$ cat src/rtl/unified_cache_mem_request_merger_if.sv
// Bank-side miss/writeback request ports and the merged memory-side request port.
// The bank and memory side act as master; the merger is the slave.
interface unified_cache_mem_request_merger_if #(
  parameter int UNIFIED_CACHE_PACKET_WIDTH_IN_BITS = 32
);
  logic [UNIFIED_CACHE_PACKET_WIDTH_IN_BITS-1:0] miss_request_in;
  logic                                          miss_request_valid_in;
  logic                                          miss_request_critical_in;
  logic                                          miss_request_ack_out;
  logic [UNIFIED_CACHE_PACKET_WIDTH_IN_BITS-1:0] writeback_request_in;
  logic                                          writeback_request_valid_in;
  logic                                          writeback_request_critical_in;
  logic                                          writeback_request_ack_out;
  logic [UNIFIED_CACHE_PACKET_WIDTH_IN_BITS-1:0] mem_request_out;
  logic                                          mem_request_valid_out;
  logic                                          mem_request_critical_out;
  logic                                          mem_request_ack_in;

  modport slave (
    input  miss_request_in, miss_request_valid_in, miss_request_critical_in,
    output miss_request_ack_out,
    input  writeback_request_in, writeback_request_valid_in, writeback_request_critical_in,
    output writeback_request_ack_out,
    output mem_request_out, mem_request_valid_out, mem_request_critical_out,
    input  mem_request_ack_in
  );

  modport master (
    output miss_request_in, miss_request_valid_in, miss_request_critical_in,
    input  miss_request_ack_out,
    output writeback_request_in, writeback_request_valid_in, writeback_request_critical_in,
    input  writeback_request_ack_out,
    input  mem_request_out, mem_request_valid_out, mem_request_critical_out,
    output mem_request_ack_in
  );
endinterface

$ cat src/rtl/unified_cache_mem_request_merger.sv
// Merges bank miss/writeback requests onto one registered memory request port; push->valid_out in 2 cycles.
// Backpressure: a full source FIFO withholds its ack; the output holds until mem_request_ack_in.
module unified_cache_mem_request_merger_fifo #(
  parameter int WIDTH = 8,
  parameter int DEPTH = 4
) (
  input  logic             clk_in,
  input  logic             reset_in,
  input  logic             push_vld,
  input  logic [WIDTH-1:0] push_dat,
  input  logic             pop_rdy,
  output logic             head_vld,
  output logic [WIDTH-1:0] head_dat,
  output logic             full
);
  localparam int PW = $clog2(DEPTH);

  logic [WIDTH-1:0] mem_q [DEPTH];
  logic [WIDTH-1:0] mem_d [DEPTH];
  logic [PW-1:0]    wr_ptr_q, wr_ptr_d, rd_ptr_q, rd_ptr_d;
  logic [PW:0]      count_q, count_d;

  assign full     = (count_q == (PW+1)'(DEPTH));
  assign head_vld = (count_q != '0);
  assign head_dat = mem_q[rd_ptr_q];

  // Caller only pushes when not full and only pops when a head exists.
  always_comb begin
    mem_d    = mem_q;
    wr_ptr_d = wr_ptr_q;
    rd_ptr_d = rd_ptr_q;
    count_d  = count_q;
    if (push_vld) begin
      mem_d[wr_ptr_q] = push_dat;
      wr_ptr_d        = wr_ptr_q + 1'b1;
    end
    if (pop_rdy) rd_ptr_d = rd_ptr_q + 1'b1;
    case ({push_vld, pop_rdy})
      2'b10:   count_d = count_q + 1'b1;
      2'b01:   count_d = count_q - 1'b1;
      default: count_d = count_q;
    endcase
  end

  always_ff @(posedge clk_in) begin
    mem_q <= mem_d;
  end

  always_ff @(posedge clk_in) begin
    if (reset_in) begin
      wr_ptr_q <= '0;
      rd_ptr_q <= '0;
      count_q  <= '0;
    end else begin
      wr_ptr_q <= wr_ptr_d;
      rd_ptr_q <= rd_ptr_d;
      count_q  <= count_d;
    end
  end
endmodule

module unified_cache_mem_request_merger #(
  parameter int UNIFIED_CACHE_PACKET_WIDTH_IN_BITS = 32,
  parameter int QUEUE_DEPTH  = 4,
  parameter int STARVE_LIMIT = 8
) (
  input  logic clk_in,
  input  logic reset_in,
  unified_cache_mem_request_merger_if.slave io
);
  localparam int PKT_W = UNIFIED_CACHE_PACKET_WIDTH_IN_BITS;
  localparam int CW    = $clog2(STARVE_LIMIT + 1);
  localparam logic [CW-1:0] LIMIT = CW'(STARVE_LIMIT);

  typedef enum logic {IDLE, BUSY} state_e;

  state_e           state_q, state_d;
  logic             miss_ack_q, miss_ack_d, wb_ack_q, wb_ack_d;
  logic [CW-1:0]    starve_q, starve_d;
  logic [PKT_W-1:0] out_pkt_q, out_pkt_d;
  logic             out_crit_q, out_crit_d;
  logic             miss_push, wb_push, miss_pop, wb_pop, miss_full, wb_full;
  logic             miss_head_vld, wb_head_vld, miss_crit, wb_crit, pick_miss;
  logic [PKT_W:0]   miss_head, wb_head;

  // A cycle that shows the ack belongs to the already-captured packet, so never capture in it.
  assign miss_push  = io.miss_request_valid_in && !miss_full && !miss_ack_q;
  assign wb_push    = io.writeback_request_valid_in && !wb_full && !wb_ack_q;
  assign miss_ack_d = miss_push;
  assign wb_ack_d   = wb_push;

  unified_cache_mem_request_merger_fifo #(.WIDTH(PKT_W + 1), .DEPTH(QUEUE_DEPTH)) u_miss_fifo (
    .clk_in   (clk_in),
    .reset_in (reset_in),
    .push_vld (miss_push),
    .push_dat ({io.miss_request_critical_in, io.miss_request_in}),
    .pop_rdy  (miss_pop),
    .head_vld (miss_head_vld),
    .head_dat (miss_head),
    .full     (miss_full)
  );

  unified_cache_mem_request_merger_fifo #(.WIDTH(PKT_W + 1), .DEPTH(QUEUE_DEPTH)) u_wb_fifo (
    .clk_in   (clk_in),
    .reset_in (reset_in),
    .push_vld (wb_push),
    .push_dat ({io.writeback_request_critical_in, io.writeback_request_in}),
    .pop_rdy  (wb_pop),
    .head_vld (wb_head_vld),
    .head_dat (wb_head),
    .full     (wb_full)
  );

  assign miss_crit = miss_head_vld && miss_head[PKT_W];
  assign wb_crit   = wb_head_vld && wb_head[PKT_W];

  always_comb begin
    state_d    = state_q;
    out_pkt_d  = out_pkt_q;
    out_crit_d = out_crit_q;
    starve_d   = starve_q;
    miss_pop   = 1'b0;
    wb_pop     = 1'b0;
    pick_miss  = 1'b0;

    // Starvation override, then a lone critical head, then writeback preference.
    if (starve_q == LIMIT && miss_head_vld) pick_miss = 1'b1;
    else if (miss_crit != wb_crit)          pick_miss = miss_crit;
    else                                    pick_miss = !wb_head_vld;

    case (state_q)
      IDLE: begin
        if (miss_head_vld || wb_head_vld) begin
          state_d = BUSY;
          if (pick_miss) begin
            miss_pop                = 1'b1;
            {out_crit_d, out_pkt_d} = miss_head;
            starve_d                = '0;
          end else begin
            wb_pop                  = 1'b1;
            {out_crit_d, out_pkt_d} = wb_head;
            if (miss_head_vld && starve_q != LIMIT) starve_d = starve_q + 1'b1;
          end
        end
      end
      BUSY: begin
        if (io.mem_request_ack_in) state_d = IDLE;
      end
    endcase

    if (!miss_head_vld) starve_d = '0;
  end

  always_ff @(posedge clk_in) begin
    if (reset_in) begin
      state_q    <= IDLE;
      miss_ack_q <= 1'b0;
      wb_ack_q   <= 1'b0;
      starve_q   <= '0;
      out_pkt_q  <= '0;
      out_crit_q <= 1'b0;
    end else begin
      state_q    <= state_d;
      miss_ack_q <= miss_ack_d;
      wb_ack_q   <= wb_ack_d;
      starve_q   <= starve_d;
      out_pkt_q  <= out_pkt_d;
      out_crit_q <= out_crit_d;
    end
  end

  assign io.miss_request_ack_out      = miss_ack_q;
  assign io.writeback_request_ack_out = wb_ack_q;
  assign io.mem_request_out           = out_pkt_q;
  assign io.mem_request_valid_out     = (state_q == BUSY);
  assign io.mem_request_critical_out  = out_crit_q;
endmodule

$ cat src/flat_wrapper.sv
// flat-port wrapper written by rule: the top's interface ports become plain ports
module unified_cache_mem_request_merger_flat 
#(
  parameter int UNIFIED_CACHE_PACKET_WIDTH_IN_BITS = 32,
  parameter int QUEUE_DEPTH  = 4,
  parameter int STARVE_LIMIT = 8
)
  (clk_in, reset_in, io_miss_request_in, io_miss_request_valid_in, io_miss_request_critical_in, io_miss_request_ack_out, io_writeback_request_in, io_writeback_request_valid_in, io_writeback_request_critical_in, io_writeback_request_ack_out, io_mem_request_out, io_mem_request_valid_out, io_mem_request_critical_out, io_mem_request_ack_in);
  unified_cache_mem_request_merger_if #(.UNIFIED_CACHE_PACKET_WIDTH_IN_BITS(UNIFIED_CACHE_PACKET_WIDTH_IN_BITS)) io_i ();
  input  logic clk_in;
  input  logic reset_in;
  input wire logic [$bits(io_i.miss_request_in)-1:0] io_miss_request_in;
  input wire logic [$bits(io_i.miss_request_valid_in)-1:0] io_miss_request_valid_in;
  input wire logic [$bits(io_i.miss_request_critical_in)-1:0] io_miss_request_critical_in;
  output wire logic [$bits(io_i.miss_request_ack_out)-1:0] io_miss_request_ack_out;
  input wire logic [$bits(io_i.writeback_request_in)-1:0] io_writeback_request_in;
  input wire logic [$bits(io_i.writeback_request_valid_in)-1:0] io_writeback_request_valid_in;
  input wire logic [$bits(io_i.writeback_request_critical_in)-1:0] io_writeback_request_critical_in;
  output wire logic [$bits(io_i.writeback_request_ack_out)-1:0] io_writeback_request_ack_out;
  output wire logic [$bits(io_i.mem_request_out)-1:0] io_mem_request_out;
  output wire logic [$bits(io_i.mem_request_valid_out)-1:0] io_mem_request_valid_out;
  output wire logic [$bits(io_i.mem_request_critical_out)-1:0] io_mem_request_critical_out;
  input wire logic [$bits(io_i.mem_request_ack_in)-1:0] io_mem_request_ack_in;
  assign io_i.miss_request_in = io_miss_request_in;
  assign io_i.miss_request_valid_in = io_miss_request_valid_in;
  assign io_i.miss_request_critical_in = io_miss_request_critical_in;
  assign io_miss_request_ack_out = io_i.miss_request_ack_out;
  assign io_i.writeback_request_in = io_writeback_request_in;
  assign io_i.writeback_request_valid_in = io_writeback_request_valid_in;
  assign io_i.writeback_request_critical_in = io_writeback_request_critical_in;
  assign io_writeback_request_ack_out = io_i.writeback_request_ack_out;
  assign io_mem_request_out = io_i.mem_request_out;
  assign io_mem_request_valid_out = io_i.mem_request_valid_out;
  assign io_mem_request_critical_out = io_i.mem_request_critical_out;
  assign io_i.mem_request_ack_in = io_mem_request_ack_in;
  unified_cache_mem_request_merger #(.UNIFIED_CACHE_PACKET_WIDTH_IN_BITS(UNIFIED_CACHE_PACKET_WIDTH_IN_BITS), .QUEUE_DEPTH(QUEUE_DEPTH), .STARVE_LIMIT(STARVE_LIMIT)) u_core (.clk_in(clk_in), .reset_in(reset_in), .io(io_i));
endmodule
$ cat config.mk
export PLATFORM = sky130hd
export DESIGN_NAME = unified_cache_mem_request_merger_flat
export DESIGN_NICKNAME = d
export VERILOG_FILES = /design/src/rtl/unified_cache_mem_request_merger_if.sv /design/src/rtl/unified_cache_mem_request_merger.sv /design/src/flat_wrapper.sv
export SDC_FILE = /design/constraint.sdc
export NUM_CORES = 1
export LEC_CHECK = 0
export CORE_MARGIN = 5
export CORE_UTILIZATION = 30
export DETAILED_ROUTE_END_ITERATION = 8
export PLACE_DENSITY_LB_ADDON = 0.05
export SETUP_SLACK_MARGIN = 0.2
export SYNTH_ARGS = -nofsm -noshare
export SYNTH_HDL_FRONTEND = slang
export SYNTH_HIERARCHICAL = 1
export SYNTH_SLANG_ARGS = --single-unit
export TNS_END_PERCENT = 50
$ cat constraint.sdc
create_clock -name clk_in -period 2.75 [get_ports clk_in]
set_input_delay 0.6875 -clock clk_in [delete_from_list [all_inputs] [get_ports clk_in]]
set_output_delay 0.6875 -clock clk_in [all_outputs]
set_load 0.005 [all_outputs]
==> flow_summary.yaml <==
clock_network:
  insertion_delay_ns: 0.52
  cts_tree: "yes"
  root_buffer: "clkbuf_16"
  htreeDepth: 2
  clock_sinks: 318
  clk_pin_slew_ns: 0.06
  cts-hold-fix-buffers: 0
  cts_buffers: 38
  clock_path_buffers: 3
pwr:
  p_leak_uw: 0.005005
  p_comb_share_pct: 27.7
  switching_share_pct: 29.29
  internal_power_uw: 11080
  seq_power_share_pct: 40.0
  net-switching-power_uw: 4589
  clkPwrFrac_pct: 32.3
  ir_drop_uv: 390.4
  power.density_nw_per_um2: 1024
synthesis:
  synthMuxAreaShare_pct: 12.80
  netlist_instances: 657
  synth_edf_count: 264
  synth_top_cell_by_area: "edfxtp_1"
  synthAdderAreaFrac_pct: 1.557
  ys_dominant_reg_cell: "edfxtp_1"
  synth_compound_area_share_pct: 3.974
  synth_warnings: 6
  synth_top_family_by_area: "multiplexers"
  syn_area_per_cell_um2: 18.59
  synth_async_sr_flop_share_pct: 0
  synth_area_leaders: "edfxtp_1 65%, mux4_2 10%, dfxtp_1 8.8%"
  synth_cell_type_count: 37
  seq_area_frac_synth_pct: 73.75
  synthesis.nets: 742
  syn_area_um2: 12220
  synthSimpleGateAreaFrac_pct: 4.640
  synth_xor_area_share_pct: 0.7170
  synth_top_area_share_pct: 64.90
  ys_ff_latch: 318
setup_path:
  crit_end: "u_core/u_miss_fifo/count_q[2]$_SDFFE_PP0P_"
  path_max_fanout: 3
  r2r-end: "u_core/u_miss_fifo/count_q[2]$_SDFFE_PP0P_"
  r2r_cells: 9
  startpoint: "u_core/u_miss_fifo/mem_q[32]$_DFFE_PP_"
  crit_type: "reg2reg"
  arrival_ns: 3.01
  critPathLaunchType: "flip-flop"
  timing.rr.start: "u_core/u_miss_fifo/mem_q[32]$_DFFE_PP_"
  cp.required_ns: 3.20
  r2r_slack_ns: 0.18
  cp-end-kind: "flip-flop"
die:
  rows: 74
  die_area_um2: 44850
  dieWidth_um: 211.8
  start_util_pct: 30.12
  ios: 107
  die_h_um: 211.8
  core_area_um2: 40550
grt:
  use_met2_pct: 21.68
  grt_pass1_vias: 6849
  grt_use_met1_pct: 17.08
  grt_first_pass_wirelength_um: 43160
  grt_overflow_total: 0
  grt_start_max_net_pins: 51
  busiest_layer: "met2"
  track_usage_pct: 12.85
  antenna_found_initial: 0
  grt_util_met3_pct: 2.608
route:
  final_antenna_net_count: 0
  routedWlPerCell_um: 21.22
  firstDrtPassIters: 4
  dr.first_iter.drc_count: 316
  finalWirelength_um: 28730
  vias: 6304
  vias_per_cell: 4.656
  drc: 0
finish:
  final_core_util_pct: 37.73
  fin_area_um2: 15300
  fin_cells: 1354
  drive_gt1_share_pct: 18.86
  areaGrowthSynthToFinish_pct: 25.26
  final_cell_mix: "264 x edfxtp_1, 105 x clkdlybuf4s50_1, 56 x mux4_2"
  layout_commonest_cell: "edfxtp_1"
  fill_cells: 3822
  antenna_cells: 0
  nets: 877
placement:
  port_buffers: 106
  dpl.hpwl_um: 18140
  post_dp_cell_area_um2: 13950
  dp_cells: 1280
  place.gp.congestion: 0.7571
sta:
  hold_violations: 0
  period_needed_ns: 2.566
  slew_headroom_pct: 52.35
  grt_setup_unrepaired: "true"
  slew_violations: 0
  fin_skew_ns: 0.01361
  setup_tns_ns: 0
  setup_viol: 0
  fmax_ghz: 0.3897
  tightest_slew_ns: 0.7147
  fin_crit_sh_pct: 93.32
  hold_slack_ns: 0.4779
run:
  cap_violations: 0
worst_hold_path:
  hold_class: "reg2reg"
status:
  status: "finished clean"
[Yosys cell counts (8+ instances only)]
cell / instances
nor2_1: 47
nand2_1: 38
a211oi_1: 32
dfxtp_1: 54
ha_1: 12
mux4_1: 10
a21oi_1: 40
and2_1: 8
edfxtp_1: 264
buf_2: 19
mux4_2: 56
inv_1: 9
[power by group through the flow]
stage	sequential, µW	clock (µW)	combinational, µW
2_1_floorplan	6250	0	2980
5_1_grt	6320	5470	4790
3_3_place_gp	6330	0	4360
3_5_place_dp	6360	0	4420
4_1_cts	6270	5240	4510
6_report	6260	5070	4340
[layout make-up]
cell class | instances | area, µm² | share of cell area, %
sequential | 318 | 9011 | 58.89
multi-input combinational | 294 | 2935 | 19.18
timing repair buffer | 130 | 1336 | 8.733
clock buffer | 58 | 1229 | 8.030
tap | 532 | 665.6 | 4.350
clock inverter | 12 | 86.33 | 0.5642
inverter | 10 | 37.54 | 0.2453
[kinds of logic after synthesis]
logic type               count (synthesis)
buffers and inverters                   45
AO/OA/AOI/OAI                           78
AND/OR/NAND/NOR                        122
XOR/XNOR                                10
flip-flops                             318
multiplexers                            70
adder cells (fa/ha/maj)                 14
[worst min path at each step]
stage / startpoint / end / slack, ns / cells past startpoint
after floorplan: u_core/io.mem_request_critical_out$_SDFFE_PP0P_ / u_core/io.mem_request_critical_out$_SDFFE_PP0P_ / 0.45 / 2
after global placement: u_core/io.mem_request_critical_out$_SDFFE_PP0P_ / u_core/io.mem_request_critical_out$_SDFFE_PP0P_ / 0.46 / 2
after detailed placement: u_core/io.mem_request_critical_out$_SDFFE_PP0P_ / u_core/io.mem_request_critical_out$_SDFFE_PP0P_ / 0.46 / 2
after CTS: u_core/io.mem_request_critical_out$_SDFFE_PP0P_ / u_core/io.mem_request_critical_out$_SDFFE_PP0P_ / 0.47 / 2
after global routing: u_core/io.mem_request_critical_out$_SDFFE_PP0P_ / u_core/io.mem_request_critical_out$_SDFFE_PP0P_ / 0.51 / 2
final: u_core/io.mem_request_critical_out$_SDFFE_PP0P_ / u_core/io.mem_request_critical_out$_SDFFE_PP0P_ / 0.48 / 2
[per-layer routing]
metal	up-vias	share of wire (%)
met5	-	0
li1	2867	-
met4	0	1.9
met2	138	50
met3	37	4.4
met1	3262	44
[metrics by stage]
step	total power, µW	setup slack, ns
6_report	15670	0.1836
5_1_grt	16580	0.05353
4_1_cts	16020	0.1595
3_5_place_dp	10780	-0.02007
3_3_place_gp	10690	0.05639
2_1_floorplan	9228	0.01244
[worst max-delay path, cell delays in order (launching register included)]
cell	delay (ns)
edfxtp_1	0.35
mux4_2	0.54
nand2b_1	0.12
nand3b_1	0.10
and3b_2	0.24
ha_2	0.19
fa_2	0.33
xnor2_1	0.14
or3_1	0.32
a21oi_2	0.15
[what timing repair did]
item                                    CTS  global route
endpoints found under the hold margin     0             0
setup buffers                             4             0
resized for setup                         4             0
gates cloned                              0             0
pin swaps                                 1             0
endpoints found under the setup margin   32             2
[flip-flops by register name, indices dropped and copies added (netlist names)]
register,cells
u_core/u_wb_fifo/count_q,3
u_core/u_wb_fifo/wr_ptr_q,2
u_core/u_miss_fifo/wr_ptr_q,2
u_core/io.miss_request_ack_out,1
u_core/starve_q,4
u_core/io.mem_request_valid_out,1
u_core/io.mem_request_critical_out,1
u_core/io.mem_request_out,32
u_core/u_miss_fifo/rd_ptr_q,2
u_core/io.writeback_request_ack_out,1
u_core/u_wb_fifo/mem_q,132
u_core/u_miss_fifo/mem_q,132
u_core/u_miss_fifo/count_q,3
u_core/u_wb_fifo/rd_ptr_q,2
Power figures use the tool's default switching activity.
